$ cat src/rtl/ahb_arbiter_slave_pkg.sv
// Shared AHB transfer/burst encodings and the arbiter state type.
// Used by the per-slave round-robin arbiter.
package AHB_package;

    typedef enum logic [1:0] {
        HTRANS_IDLE   = 2'b00,
        HTRANS_BUSY   = 2'b01,
        HTRANS_NONSEQ = 2'b10,
        HTRANS_SEQ    = 2'b11
    } htrans_t;

    typedef enum logic [2:0] {
        HBURST_SINGLE = 3'd0,
        HBURST_INCR   = 3'd1,
        HBURST_WRAP4  = 3'd2,
        HBURST_INCR4  = 3'd3,
        HBURST_WRAP8  = 3'd4,
        HBURST_INCR8  = 3'd5,
        HBURST_WRAP16 = 3'd6,
        HBURST_INCR16 = 3'd7
    } hburst_t;

    typedef enum logic {
        ARB_IDLE  = 1'b0,
        ARB_OWNED = 1'b1
    } arb_state_t;

    // Beat count of a fixed-length burst; undefined-length INCR reports 0.
    function automatic logic [4:0] burst_beats(input hburst_t b);
        logic [4:0] n;
        case (b)
            HBURST_SINGLE:                n = 5'd1;
            HBURST_WRAP4,  HBURST_INCR4:  n = 5'd4;
            HBURST_WRAP8,  HBURST_INCR8:  n = 5'd8;
            HBURST_WRAP16, HBURST_INCR16: n = 5'd16;
            default:                      n = 5'd0;
        endcase
        return n;
    endfunction

endpackage

$ cat src/rtl/ahb_arbiter_slave_rr_picker.sv
// Combinational round-robin search: first requester after last_ptr, wrapping.
// Reports the winner both one-hot and as a binary index.
module ahb_rr_picker #(
    parameter int CHANNEL_NUM = 2,
    parameter int ID_W        = 1
) (
    input  logic [CHANNEL_NUM-1:0] req,
    input  logic [ID_W-1:0]        last_ptr,
    output logic [CHANNEL_NUM-1:0] winner,
    output logic [ID_W-1:0]        winner_id,
    output logic                   any_req
);

    logic [ID_W-1:0] idx;

    always_comb begin
        winner    = '0;
        winner_id = '0;
        any_req   = 1'b0;
        idx       = '0;
        for (int i = 1; i <= CHANNEL_NUM; i++) begin
            idx = ID_W'((int'(last_ptr) + i) % CHANNEL_NUM);
            if (!any_req && req[idx]) begin
                any_req   = 1'b1;
                winner_id = idx;
            end
        end
        if (any_req) begin
            winner[winner_id] = 1'b1;
        end
    end

endmodule

$ cat src/rtl/ahb_arbiter_slave.sv
// Per-slave AHB arbiter: round-robin grant held for a whole burst, plus a
// registered data-phase owner select for the write-data/response path.
module ahb_arbiter_slave
    import AHB_package::*;
#(
    parameter int CHANNEL_NUM = 2,
    parameter int ID_W        = (CHANNEL_NUM > 1) ? $clog2(CHANNEL_NUM) : 1
) (
    input  logic                     HCLK,
    input  logic                     HRESET,
    input  logic [CHANNEL_NUM-1:0]   hreq,
    input  logic [2*CHANNEL_NUM-1:0] htrans_in,
    input  logic [3*CHANNEL_NUM-1:0] hburst_in,
    input  logic                     hready_in,
    output logic [CHANNEL_NUM-1:0]   sel,
    output logic [CHANNEL_NUM-1:0]   sel_data,
    output logic [ID_W-1:0]          master_id,
    output logic                     grant_valid
);

    logic [1:0] htrans_arr [CHANNEL_NUM];
    logic [2:0] hburst_arr [CHANNEL_NUM];

    generate
        for (genvar gi = 0; gi < CHANNEL_NUM; gi++) begin : g_unpack
            assign htrans_arr[gi] = htrans_in[gi*2 +: 2];
            assign hburst_arr[gi] = hburst_in[gi*3 +: 3];
        end
    endgenerate

    logic [CHANNEL_NUM-1:0] sel_reg;
    logic [CHANNEL_NUM-1:0] sel_data_reg;
    logic [ID_W-1:0]        master_id_reg;
    logic                   grant_valid_reg;
    logic [ID_W-1:0]        last_ptr_reg;
    logic [3:0]             beats_left_reg;
    logic                   incr_mode_reg;
    arb_state_t             state_reg;

    logic [CHANNEL_NUM-1:0] pick_onehot;
    logic [ID_W-1:0]        pick_id;
    logic                   pick_any;

    ahb_rr_picker #(
        .CHANNEL_NUM (CHANNEL_NUM),
        .ID_W        (ID_W)
    ) u_picker (
        .req       (hreq),
        .last_ptr  (last_ptr_reg),
        .winner    (pick_onehot),
        .winner_id (pick_id),
        .any_req   (pick_any)
    );

    htrans_t    cur_trans;
    hburst_t    cur_burst;
    logic       cur_req;
    logic       release_now;
    logic [3:0] beats_left_next;
    logic       incr_mode_next;

    assign cur_trans = htrans_t'(htrans_arr[master_id_reg]);
    assign cur_burst = hburst_t'(hburst_arr[master_id_reg]);
    assign cur_req   = hreq[master_id_reg];

    // Decide, for the current owner, whether this edge ends its tenure.
    always_comb begin
        release_now     = 1'b0;
        beats_left_next = beats_left_reg;
        incr_mode_next  = incr_mode_reg;
        if (state_reg == ARB_OWNED) begin
            if (incr_mode_reg && !cur_req &&
                (cur_trans == HTRANS_IDLE || cur_trans == HTRANS_NONSEQ)) begin
                release_now = 1'b1;
            end else begin
                case (cur_trans)
                    HTRANS_IDLE: release_now = 1'b1;
                    HTRANS_BUSY: ;
                    HTRANS_NONSEQ: begin
                        if (cur_burst == HBURST_SINGLE) begin
                            release_now = 1'b1;
                        end else if (cur_burst == HBURST_INCR) begin
                            incr_mode_next  = 1'b1;
                            beats_left_next = 4'd0;
                        end else begin
                            incr_mode_next  = 1'b0;
                            beats_left_next = 4'(burst_beats(cur_burst) - 5'd1);
                        end
                    end
                    HTRANS_SEQ: begin
                        // A stray SEQ at zero saturates instead of wrapping.
                        if (!incr_mode_reg && beats_left_reg != 4'd0) begin
                            beats_left_next = beats_left_reg - 4'd1;
                            release_now     = (beats_left_reg == 4'd1);
                        end
                    end
                    default: ;
                endcase
            end
        end
    end

    always_ff @(posedge HCLK) begin
        if (HRESET) begin
            sel_reg         <= '0;
            sel_data_reg    <= '0;
            master_id_reg   <= '0;
            grant_valid_reg <= 1'b0;
            last_ptr_reg    <= ID_W'(CHANNEL_NUM - 1);
            beats_left_reg  <= 4'd0;
            incr_mode_reg   <= 1'b0;
            state_reg       <= ARB_IDLE;
        end else if (hready_in) begin
            sel_data_reg <= sel_reg;
            if (state_reg == ARB_IDLE || release_now) begin
                sel_reg         <= pick_onehot;
                master_id_reg   <= pick_id;
                grant_valid_reg <= pick_any;
                beats_left_reg  <= 4'd0;
                incr_mode_reg   <= 1'b0;
                state_reg       <= pick_any ? ARB_OWNED : ARB_IDLE;
                if (pick_any) begin
                    last_ptr_reg <= pick_id;
                end
            end else begin
                beats_left_reg <= beats_left_next;
                incr_mode_reg  <= incr_mode_next;
            end
        end
    end

    assign sel         = sel_reg;
    assign sel_data    = sel_data_reg;
    assign master_id   = master_id_reg;
    assign grant_valid = grant_valid_reg;

endmodule

$ cat config.mk
export PLATFORM = sky130hd
export DESIGN_NAME = ahb_arbiter_slave
export DESIGN_NICKNAME = d
export VERILOG_FILES = /design/src/rtl/ahb_arbiter_slave_pkg.sv /design/src/rtl/ahb_arbiter_slave_rr_picker.sv /design/src/rtl/ahb_arbiter_slave.sv
export SDC_FILE = /design/constraint.sdc
export NUM_CORES = 1
export LEC_CHECK = 0
export CELL_PAD_IN_SITES_DETAIL_PLACEMENT = 1
export CELL_PAD_IN_SITES_GLOBAL_PLACEMENT = 2
export CORE_MARGIN = 2
export CORE_UTILIZATION = 30
export DETAILED_ROUTE_END_ITERATION = 10
export PLACE_DENSITY = 0.85
export SYNTH_ARGS = -nofsm -noshare
export SYNTH_HDL_FRONTEND = slang
export SYNTH_SLANG_ARGS = --single-unit
$ cat constraint.sdc
create_clock -name HCLK -period 4.5 [get_ports HCLK]
set_clock_uncertainty 0.05 [all_clocks]
set_input_delay 0.675 -clock HCLK [delete_from_list [all_inputs] [get_ports HCLK]]
set_output_delay 0.675 -clock HCLK [all_outputs]
set_load 0.03 [all_outputs]
==> metrics.csv, run 1 <==
stage,metric,value,unit
run_status,status,finished clean,
power,Pleak,0.405,nW
placed_design,GP Congestion,0.883,
timing,Final period util,53.2,%
power,Pwr per Cell Area,237,mW/mm2
clock_tree,Max H-tree Level,1,
final_layout,Non-Filler Instances,150,
clock_tree,CTS tree,built,
critical_path,worst path buffer plus inverter count,1,
final_layout,final net count,139,
logic_synthesis,Post-Syn Area per Cell,8.56,um2
critical_path,Crit Path Max Fanout,16,
timing,Max Slew Vio Count,0,
logic_synthesis,Mapped Area,847,um2
logic_synthesis,syn_nets,117,
logic_synthesis,Yosys top cell by area,dfxtp_1,
global_routing,gr ovfl total,0,
global_routing,vias in the first global route,880,
clock_tree,setup bufs post-CTS,0,
global_routing,first-pass GRT wire length,3920,um
timing,Fin. Hold Viols,0,
final_layout,footprint of the multi-input gates,558,um2
placed_design,Placement Setup Slack,2.03,ns
clock_tree,CTS Buf Count,3,
clock_tree,Clock Pin Slew Worst Setup and Hold Paths,0.07,ns
drt,Post-DRT Antenna Nets,0,
logic_synthesis,post-synthesis sequential area ratio,28.4,%
global_routing,largest net degree at the start of global routing,17,
timing,RSZ-0062 raised after global routing,false,
critical_path,slowest CP cell,clkdlybuf4s50_1,
logic_synthesis,"Async S/R FF share, synth",0,%
final_layout,Finished Core Util,39.9,%
drt,Vias per Instance,5.40,
timing,Slew @ Worst Pin,0.513,ns
drt,Detailed Routing Iterations Pass 1,3,
placed_design,Post-Place Cell Area,0.00106,mm2
final_layout,"commonest cells after routing, fill and taps aside","clkdlybuf4s50_1 (20), nor2_1 (13), dfxtp_1 (12), inv_1 (6), nand2_1 (6)",
critical_path,Critical Path End Type,output pin,
logic_synthesis,count of cell types in the netlist,43,
logic_synthesis,"flops & latches, synth",12,
drt,via count,810,
placed_design,count of input and output buffers,20,
timing,post-layout min period,2.40,ns
drt,WL/cell,15.3,um
clock_tree,maximum buffer depth of the clock tree,2,
clock_tree,hold_buf cts,0,
critical_path,Critical Path RT,3.77,ns
critical_path,Worst Path Arrival,1.67,ns
critical_path,Worst Setup Start Kind,flip-flop,
final_layout,n_diodes,0,
final_layout,Seq. cell area,240,um2
logic_synthesis,largest cells by area after synthesis,"dfxtp_1 (28%), mux2i_1 (5.9%), nor2_1 (5.8%)",
final_layout,"Area growth, synth to finish",27.8,%
critical_path,worst path cell trace,clkdlybuf4s50_1,
critical_path,WS Path Type,flip-flop to output pin,
critical_path,max incr delay on CP,0.77,ns
power,"Power, Total",257,uW
final_layout,"most common cell after layout, fill and taps aside",clkdlybuf4s50_1,
timing,hold_ws,0.442,ns
placed_design,DP HPWL,1850,um
logic_synthesis,commonest register cell after synthesis,dfxtp_1,
clock_tree,clock sink total,12,
critical_path,Top delay family on crit path,buffers and inverters,
timing,Slew headroom,65.6,%
global_routing,GRT Util Overall,15.4,%
timing,post-route setup slack,2.10,ns
final_layout,Filler cells,354,
clock_tree,later-pin clock latency in the skew report,0.27,ns
drt,DRT iter0 DRCs,11,
logic_synthesis,top cell type's share of synthesized area,28.4,%
run,Max-Cap Viols,0,
floorplanning,Die Area,0.00326,mm2
power,maximum vdd drop,163,uV
logic_synthesis,Mapped Cells,99,
floorplanning,Starting Density,31.3,%
logic_synthesis,number of enable-type register cells in the synthesized netlist,0,
clock_tree,Root Buffer Master,clkbuf_4,
timing,setup TNS,0,ns
drt,DRC Markers,0,
floorplanning,I/O Pins,21,
logic_synthesis,Synth warnings,0,
floorplanning,chip width,57.1,um
floorplanning,# rows,19,
drt,final WL,2300,um
final_layout,max reg flops,4,
min_path,Hold Path Class,flip-flop to flip-flop,
floorplanning,Die Span Y,57.1,um
final_layout,share of cells above drive strength 1,7.56,%
placed_design,placed cell count,147,
clock_tree,CTS resizes,0,
floorplanning,total core area,0.00271,mm2
global_routing,antenna violations before repair,0,
timing,Max Freq,417,MHz
timing,Final Setup Violations,0,
final_layout,"Design Area, Final",0.00108,mm2
-- metal layers --
metal	GRT usage [%]	part of all wire, %	wire, um
met5	0	0	0
met4	6.98	0.61	14
met3	1.81	2.6	61
met2	28.2	53	1210
met1	17.9	44	1010
-- power breakdown --
| group | internal (mW) | switching, mW |
|---|---|---|
| sequential | 0.111 | 0.00591 |
| clock | 0.0309 | 0.0336 |
| combinational | 0.0345 | 0.0404 |
-- path summary, 6_finish.rpt --
check / startpoint / endpoint / slack, ns / cells after the start
setup / recovery: master_id / master_id / 2.10 / 1
hold / removal: sel_data[1] / sel_data[1] / 0.44 / 2
setup reg to reg: beats_left_reg[0] / incr_mode_reg / 2.35 / 7
hold reg to reg: sel_data[1] / sel_data[1] / 0.44 / 2
-- logic make-up after synthesis --
| logic type | count (synthesis) | share of synthesized area, % |
|---|---|---|
| mux | 6 | 7.24 |
| buf+inv | 9 | 5.76 |
| simple gates | 40 | 27.2 |
| fa+ha+maj | 3 | 4.43 |
| xor+xnor | 1 | 1.03 |
| flops | 12 | 28.4 |
| compound gates | 28 | 26.0 |
-- final cells by class --
class | instances | share of cell area, %
flip-flops and latches | 12 | 22.2
inverters | 6 | 2.08
well taps | 31 | 3.58
repair buffers | 20 | 18.5
multi-input cells | 78 | 51.6
clock buffers | 3 | 2.08
-- cells in the mapped netlist (all sizes together) (2+ instances only) --
cell / n
a21oi: 3
inv: 6
ha: 3
o2bb2ai: 2
dfxtp: 12
nor3: 4
mux2i: 5
nand3: 4
buf: 2
nor2b: 4
o31ai: 2
a32o: 4
a31oi: 2
nor2: 13
nand2: 7
nand2b: 2
o21ai: 3
No activity file was read; power rests on OpenSTA's default activity.
==> run 2: changes to the inputs <==
--- a/config.mk
+++ b/config.mk
@@ -8,9 +8,9 @@
 export CELL_PAD_IN_SITES_DETAIL_PLACEMENT = 1
 export CELL_PAD_IN_SITES_GLOBAL_PLACEMENT = 2
 export CORE_MARGIN = 2
-export CORE_UTILIZATION = 30
+export CORE_UTILIZATION = 28
 export DETAILED_ROUTE_END_ITERATION = 10
-export PLACE_DENSITY = 0.85
+export PLACE_DENSITY = 0.8
 export SYNTH_ARGS = -nofsm -noshare
 export SYNTH_HDL_FRONTEND = slang
 export SYNTH_SLANG_ARGS = --single-unit
==> constraint.sdc (replaced) <==
create_clock -name HCLK -period 2.46 [get_ports HCLK]
set_clock_uncertainty 0.05 [all_clocks]
set_input_delay 0.369 -clock HCLK [delete_from_list [all_inputs] [get_ports HCLK]]
set_output_delay 0.369 -clock HCLK [all_outputs]
set_load 0.03 [all_outputs]
==> metrics.csv, run 2 (synthesized netlist as in run 1, its figures left out) <==
stage,metric,value,unit,change
drt,M1 wire length,1040,um,was 1010 um
clock_tree,setup bufs post-CTS,0,,unchanged
drt,DRT iter0 DRCs,17,,was 11
final_layout,n_diodes,0,,unchanged
clock_tree,later-pin clock latency in the skew report,0.26,ns,was 0.27 ns
final_layout,"Design Area, Final",0.00109,mm2,was 0.00108 mm2
critical_path,WS Path Type,flip-flop to flip-flop,,was flip-flop to output pin
floorplanning,# rows,19,,unchanged
clock_tree,Clock Pin Slew Worst Setup and Hold Paths,0.07,ns,about the same
final_layout,share of cells above drive strength 1,8.33,%,was 7.56%
drt,via count,834,,was 810
clock_tree,clock sink total,12,,unchanged
timing,post-layout min period,2.17,ns,
drt,Top Metal Used,met4,,unchanged
final_layout,Seq. cell area,240,um2,unchanged
final_layout,Finished Core Util,38.8,%,was 39.9%
critical_path,Critical Path End Type,flip-flop,,was output pin
final_layout,max reg flops,4,,unchanged
global_routing,GRT Util Overall,15.3,%,was 15.4%
critical_path,Worst Setup Start Kind,flip-flop,,unchanged
critical_path,worst setup path start,master_id,,unchanged
global_routing,gr ovfl total,0,,unchanged
floorplanning,I/O Pins,21,,unchanged
clock_tree,CTS resizes,0,,unchanged
clock_tree,Max H-tree Level,1,,unchanged
clock_tree,CTS tree,built,,unchanged
timing,Slew @ Worst Pin,0.545,ns,was 0.513 ns
power,Pleak,0.409,nW,was 0.405 nW
placed_design,Post-Place Cell Area,0.00107,mm2,was 0.00106 mm2
floorplanning,Starting Density,30.2,%,was 31.3%
timing,RSZ-0062 raised after global routing,false,,unchanged
final_layout,"most common cell after layout, fill and taps aside",clkdlybuf4s50_1,,unchanged
timing,Slew headroom,63.6,%,was 65.6%
critical_path,Crit Path Max Fanout,16,,unchanged
drt,Vias per Instance,5.52,,was 5.40
clock_tree,Root Buffer Master,clkbuf_4,,unchanged
critical_path,Worst Path Arrival,2.27,ns,was 1.67 ns
floorplanning,chip width,59,um,was 57.1 um
final_layout,footprint of the multi-input gates,558,um2,unchanged
placed_design,GP Congestion,0.805,,was 0.883
global_routing,largest net degree at the start of global routing,17,,unchanged
drt,Detailed Routing Iterations Pass 1,4,,was 3
floorplanning,Die Area,0.00348,mm2,was 0.00326 mm2
power,maximum vdd drop,184,uV,was 163 uV
placed_design,DP HPWL,1980,um,was 1850 um
timing,Final period util,88.0,%,
final_layout,"commonest cells after routing, fill and taps aside","clkdlybuf4s50_1 (20), nor2_1 (13), dfxtp_1 (12), inv_1 (6), nand2_1 (6)",,unchanged
power,Pwr per Cell Area,431,mW/mm2,was 237 mW/mm2
floorplanning,Die Span Y,59,um,was 57.1 um
timing,Max Freq,462,MHz,
timing,Max Slew Vio Count,0,,unchanged
min_path,Hold Path Class,flip-flop to flip-flop,,unchanged
placed_design,count of input and output buffers,20,,unchanged
final_layout,final net count,140,,was 139
clock_tree,hold_buf cts,0,,unchanged
global_routing,first-pass GRT wire length,3970,um,was 3920 um
critical_path,worst r2r src,master_id,,was beats_left_reg[0]
run_status,status,finished clean,,unchanged
timing,Fin. Hold Viols,0,,unchanged
drt,Post-DRT Antenna Nets,0,,unchanged
drt,DRC Markers,0,,unchanged
critical_path,Critical Path RT,2.56,ns,was 3.77 ns
run,Max-Cap Viols,0,,unchanged
global_routing,vias in the first global route,858,,was 880
final_layout,"Area growth, synth to finish",28.7,%,was 27.8%
clock_tree,CTS Buf Count,3,,unchanged
floorplanning,total core area,0.00281,mm2,was 0.00271 mm2
power,"Power, Total",470,uW,was 257 uW
drt,metal3 WL,68,um,was 61 um
clock_tree,maximum buffer depth of the clock tree,2,,unchanged
final_layout,Filler cells,357,,was 354
timing,Final Setup Violations,0,,unchanged
drt,WL met2,1310,um,was 1210 um
global_routing,antenna violations before repair,0,,unchanged
drt,WL/cell,16.1,um,was 15.3 um
timing,setup TNS,0,ns,unchanged
drt,final WL,2440,um,was 2300 um
min_path,hold_sp,sel[0],,was sel_data[1]
[run 2: changes by cell type in the layout (fill, tap and decap cells not counted), sizes merged]
| cell | change |
|---|---|
| buf | +1 |
[run 2: worst paths after layout]
check / to / slack (ns) / depth (start not counted)
hold reg to reg: sel[0] / 0.45 / 2
setup / recovery: beats_left_reg[1] / 0.29 / 5
hold / removal: sel[0] / 0.45 / 2
setup reg to reg: beats_left_reg[1] / 0.29 / 5
[run 2: final cells by class]
| class | count | area share, % |
|---|---|---|
| repair buffers | 21 | 19.1 |
| flip-flops and latches | 12 | 22.0 |
| multi-input cells | 78 | 51.2 |
| inverters | 6 | 2.07 |
| well taps | 31 | 3.56 |
| clock buffers | 3 | 2.07 |
[run 2: power by group]
part,switching (mW),internal (mW)
logic,0.0755,0.0643
clock network,0.0588,0.0565
registers,0.0112,0.204
[run 2: per-stage QoR]
stage	worst slack [ns]	hold WS, ns	instances
2_1_floorplan	0.534	0.439	99
3_3_place_gp	0.315	0.424	148
3_5_place_dp	0.251	0.438	148
4_1_cts	0.299	0.452	151
5_1_grt	0.151	0.459	151
6_report	0.295	0.447	151
[run 2: critical path, cell delays in order (launching register included)]
cell and delay, ns:
dfxtp_1 0.67, mux2i_1 0.47, o221ai_1 0.32, nand3_4 0.23
nor3_2 0.08, a32o_1 0.24
[run 2: layer usage]
layer  global-route usage [%]  up-vias
li1                         -      419
met1                     17.0      400
met2                     28.9       13
met3                     2.18        2
met4                     5.84        0
met5                        0        -
==> run 3: changes to the inputs <==
--- a/config.mk
+++ b/config.mk
@@ -5,8 +5,10 @@
 export SDC_FILE = /design/constraint.sdc
 export NUM_CORES = 1
 export LEC_CHECK = 0
+export CAP_MARGIN = 15
 export CELL_PAD_IN_SITES_DETAIL_PLACEMENT = 1
 export CELL_PAD_IN_SITES_GLOBAL_PLACEMENT = 2
+export CORE_ASPECT_RATIO = 0.9
 export CORE_MARGIN = 2
 export CORE_UTILIZATION = 28
 export DETAILED_ROUTE_END_ITERATION = 10
==> metrics.csv, run 3 (synthesized netlist as in run 1, its figures left out) <==
stage,metric,value,unit,change
floorplanning,# rows,18,,was 19
critical_path,WS Path Type,flip-flop to output pin,,was flip-flop to flip-flop
timing,Final period util,87.1,%,was 88.0%
final_layout,Filler cells,341,,was 357
timing,setup TNS,0,ns,unchanged
final_layout,"commonest cells after routing, fill and taps aside","clkdlybuf4s50_1 (20), nor2_1 (13), dfxtp_1 (12), inv_1 (6), nand2_1 (6)",,unchanged
drt,DRC Markers,0,,unchanged
critical_path,worst path cell trace,clkdlybuf4s50_1,,was mux2i_1 -> o221ai_1 -> nand3_4 -> nor3_2 -> a32o_1
critical_path,r2r endpoint,beats_left_reg[3],,was beats_left_reg[1]
timing,Max Freq,466,MHz,was 462 MHz
timing,RSZ-0062 raised after global routing,false,,unchanged
placed_design,count of input and output buffers,20,,unchanged
final_layout,Finished Core Util,39.6,%,was 38.8%
timing,Slew @ Worst Pin,0.538,ns,was 0.545 ns
global_routing,antenna violations before repair,0,,unchanged
drt,via count,851,,was 834
floorplanning,total core area,0.00282,mm2,was 0.00281 mm2
global_routing,gr ovfl total,0,,unchanged
run_status,status,finished clean,,unchanged
min_path,Hold Path Class,flip-flop to flip-flop,,unchanged
clock_tree,hold_buf cts,0,,unchanged
power,Pwr per Cell Area,460,mW/mm2,was 431 mW/mm2
drt,DRT iter0 DRCs,29,,was 17
critical_path,Worst Setup Start Kind,flip-flop,,unchanged
clock_tree,Root Buffer Master,clkbuf_4,,unchanged
run,Max-Cap Viols,0,,unchanged
critical_path,Top delay family on crit path,buffers and inverters,,was flip-flops
drt,WL/cell,14.3,um,was 16.1 um
timing,post-layout min period,2.14,ns,was 2.17 ns
min_path,hold depth,2,,unchanged
final_layout,final net count,140,,unchanged
clock_tree,CTS resizes,0,,unchanged
power,"Power, Total",512,uW,was 470 uW
timing,Final Setup Violations,0,,unchanged
power,maximum vdd drop,253,uV,was 184 uV
final_layout,"Area growth, synth to finish",31.6,%,was 28.7%
critical_path,worst r2r src,beats_left_reg[0],,was master_id
floorplanning,I/O Pins,21,,unchanged
global_routing,first-pass GRT wire length,3800,um,was 3970 um
critical_path,worst path buffer plus inverter count,1,,was 0
critical_path,Critical Path End Type,output pin,,was flip-flop
final_layout,footprint of the multi-input gates,558,um2,unchanged
final_layout,"most common cell after layout, fill and taps aside",clkdlybuf4s50_1,,unchanged
drt,final WL,2300,um,was 2440 um
drt,Vias per Instance,5.29,,was 5.52
drt,Detailed Routing Iterations Pass 1,4,,unchanged
clock_tree,maximum buffer depth of the clock tree,2,,unchanged
critical_path,Worst Reg-to-Reg Cells,7,,was 5
min_path,hold endpoint,sel[0],,unchanged
drt,Post-DRT Antenna Nets,0,,unchanged
clock_tree,later-pin clock latency in the skew report,0.28,ns,was 0.26 ns
critical_path,Reg2Reg Setup Slack,0.34,ns,was 0.29 ns
timing,Slew headroom,64.1,%,was 63.6%
global_routing,vias in the first global route,863,,was 858
placed_design,DP HPWL,1850,um,was 1980 um
clock_tree,CTS tree,built,,unchanged
critical_path,slowest CP cell,clkdlybuf4s50_1,,was dfxtp_1
critical_path,Crit Path Max Fanout,16,,unchanged
final_layout,n_diodes,0,,unchanged
clock_tree,CTS Buf Count,3,,unchanged
clock_tree,setup bufs post-CTS,0,,unchanged
floorplanning,Die Span Y,56.2,um,was 59 um
timing,Max Slew Vio Count,0,,unchanged
critical_path,Critical Path RT,2.04,ns,was 2.56 ns
floorplanning,Starting Density,30.1,%,was 30.2%
global_routing,largest net degree at the start of global routing,17,,unchanged
final_layout,Seq. cell area,240,um2,unchanged
final_layout,max reg flops,4,,unchanged
clock_tree,clock sink total,12,,unchanged
global_routing,GRT Util Overall,14.3,%,was 15.3%
clock_tree,Max H-tree Level,1,,unchanged
timing,Fin. Hold Viols,0,,unchanged
final_layout,share of cells above drive strength 1,9.09,%,was 8.33%
min_path,hold_sp,sel[0],,unchanged
critical_path,Worst Path Arrival,1.72,ns,was 2.27 ns
power,Pleak,0.417,nW,was 0.409 nW
critical_path,max incr delay on CP,0.77,ns,was 0.67 ns
floorplanning,chip width,62.0,um,was 59 um
clock_tree,Clock Pin Slew Worst Setup and Hold Paths,0.08,ns,was 0.07 ns
placed_design,GP Congestion,0.752,,was 0.805
floorplanning,Die Area,0.00348,mm2,about the same
## run 3: metrics by stage
step	hold WS (ns)	std cells	cell area [um2]	setup slack (ns)
6_report	0.444	161	1110	0.316
3_3_place_gp	0.423	157	1080	0.314
5_1_grt	0.499	161	1110	0.209
4_1_cts	0.449	161	1110	0.304
2_1_floorplan	0.439	99	847	0.534
3_5_place_dp	0.431	157	1080	0.289
## run 3: layout make-up
cell class / instances / area share (%)
flip-flops and latches: 12 / 21.5
multi-input cells: 78 / 50.1
repair buffers: 21 / 18.6
inverters: 6 / 2.02
clock buffers: 4 / 3.25
well taps: 40 / 4.49
## run 3: routing by layer
| layer | vias up | part of all wire [%] | global-route usage, % |
|---|---|---|---|
| met3 | 4 | 4.0 | 1.63 |
| met5 | - | 0 | 0 |
| li1 | 417 | - | - |
| met4 | 0 | 1.4 | 5.47 |
| met2 | 16 | 50 | 24.1 |
| met1 | 414 | 45 | 17.9 |
## run 3: tightest hold or removal path: stages, from the launching register on
cell     delay (ns)
dfxtp_1        0.32
nand2_1        0.06
mux2i_1        0.06
## run 3: how the worst max path moves through the flow
| stage | cells past startpoint | endpoint | startpoint |
|---|---|---|---|
| 3_3_place_gp | 6 | beats_left_reg[1] | hburst_in[4] |
| 2_1_floorplan | 7 | incr_mode_reg | beats_left_reg[0] |
| 3_5_place_dp | 5 | beats_left_reg[2] | htrans_in[2] |
| 6_report | 1 | master_id | master_id |
| 5_1_grt | 5 | beats_left_reg[3] | master_id |
| 4_1_cts | 1 | master_id | master_id |
## run 3: power breakdown
| part | switching, mW | internal (mW) | leakage, nW | total [mW] |
|---|---|---|---|---|
| logic | 0.0743 | 0.0643 | 0.298 | 0.139 |
| registers | 0.0109 | 0.204 | 0.0979 | 0.215 |
| clock network | 0.0689 | 0.0901 | 0.0210 | 0.159 |
| total | 0.154 | 0.358 | 0.417 | 0.512 |
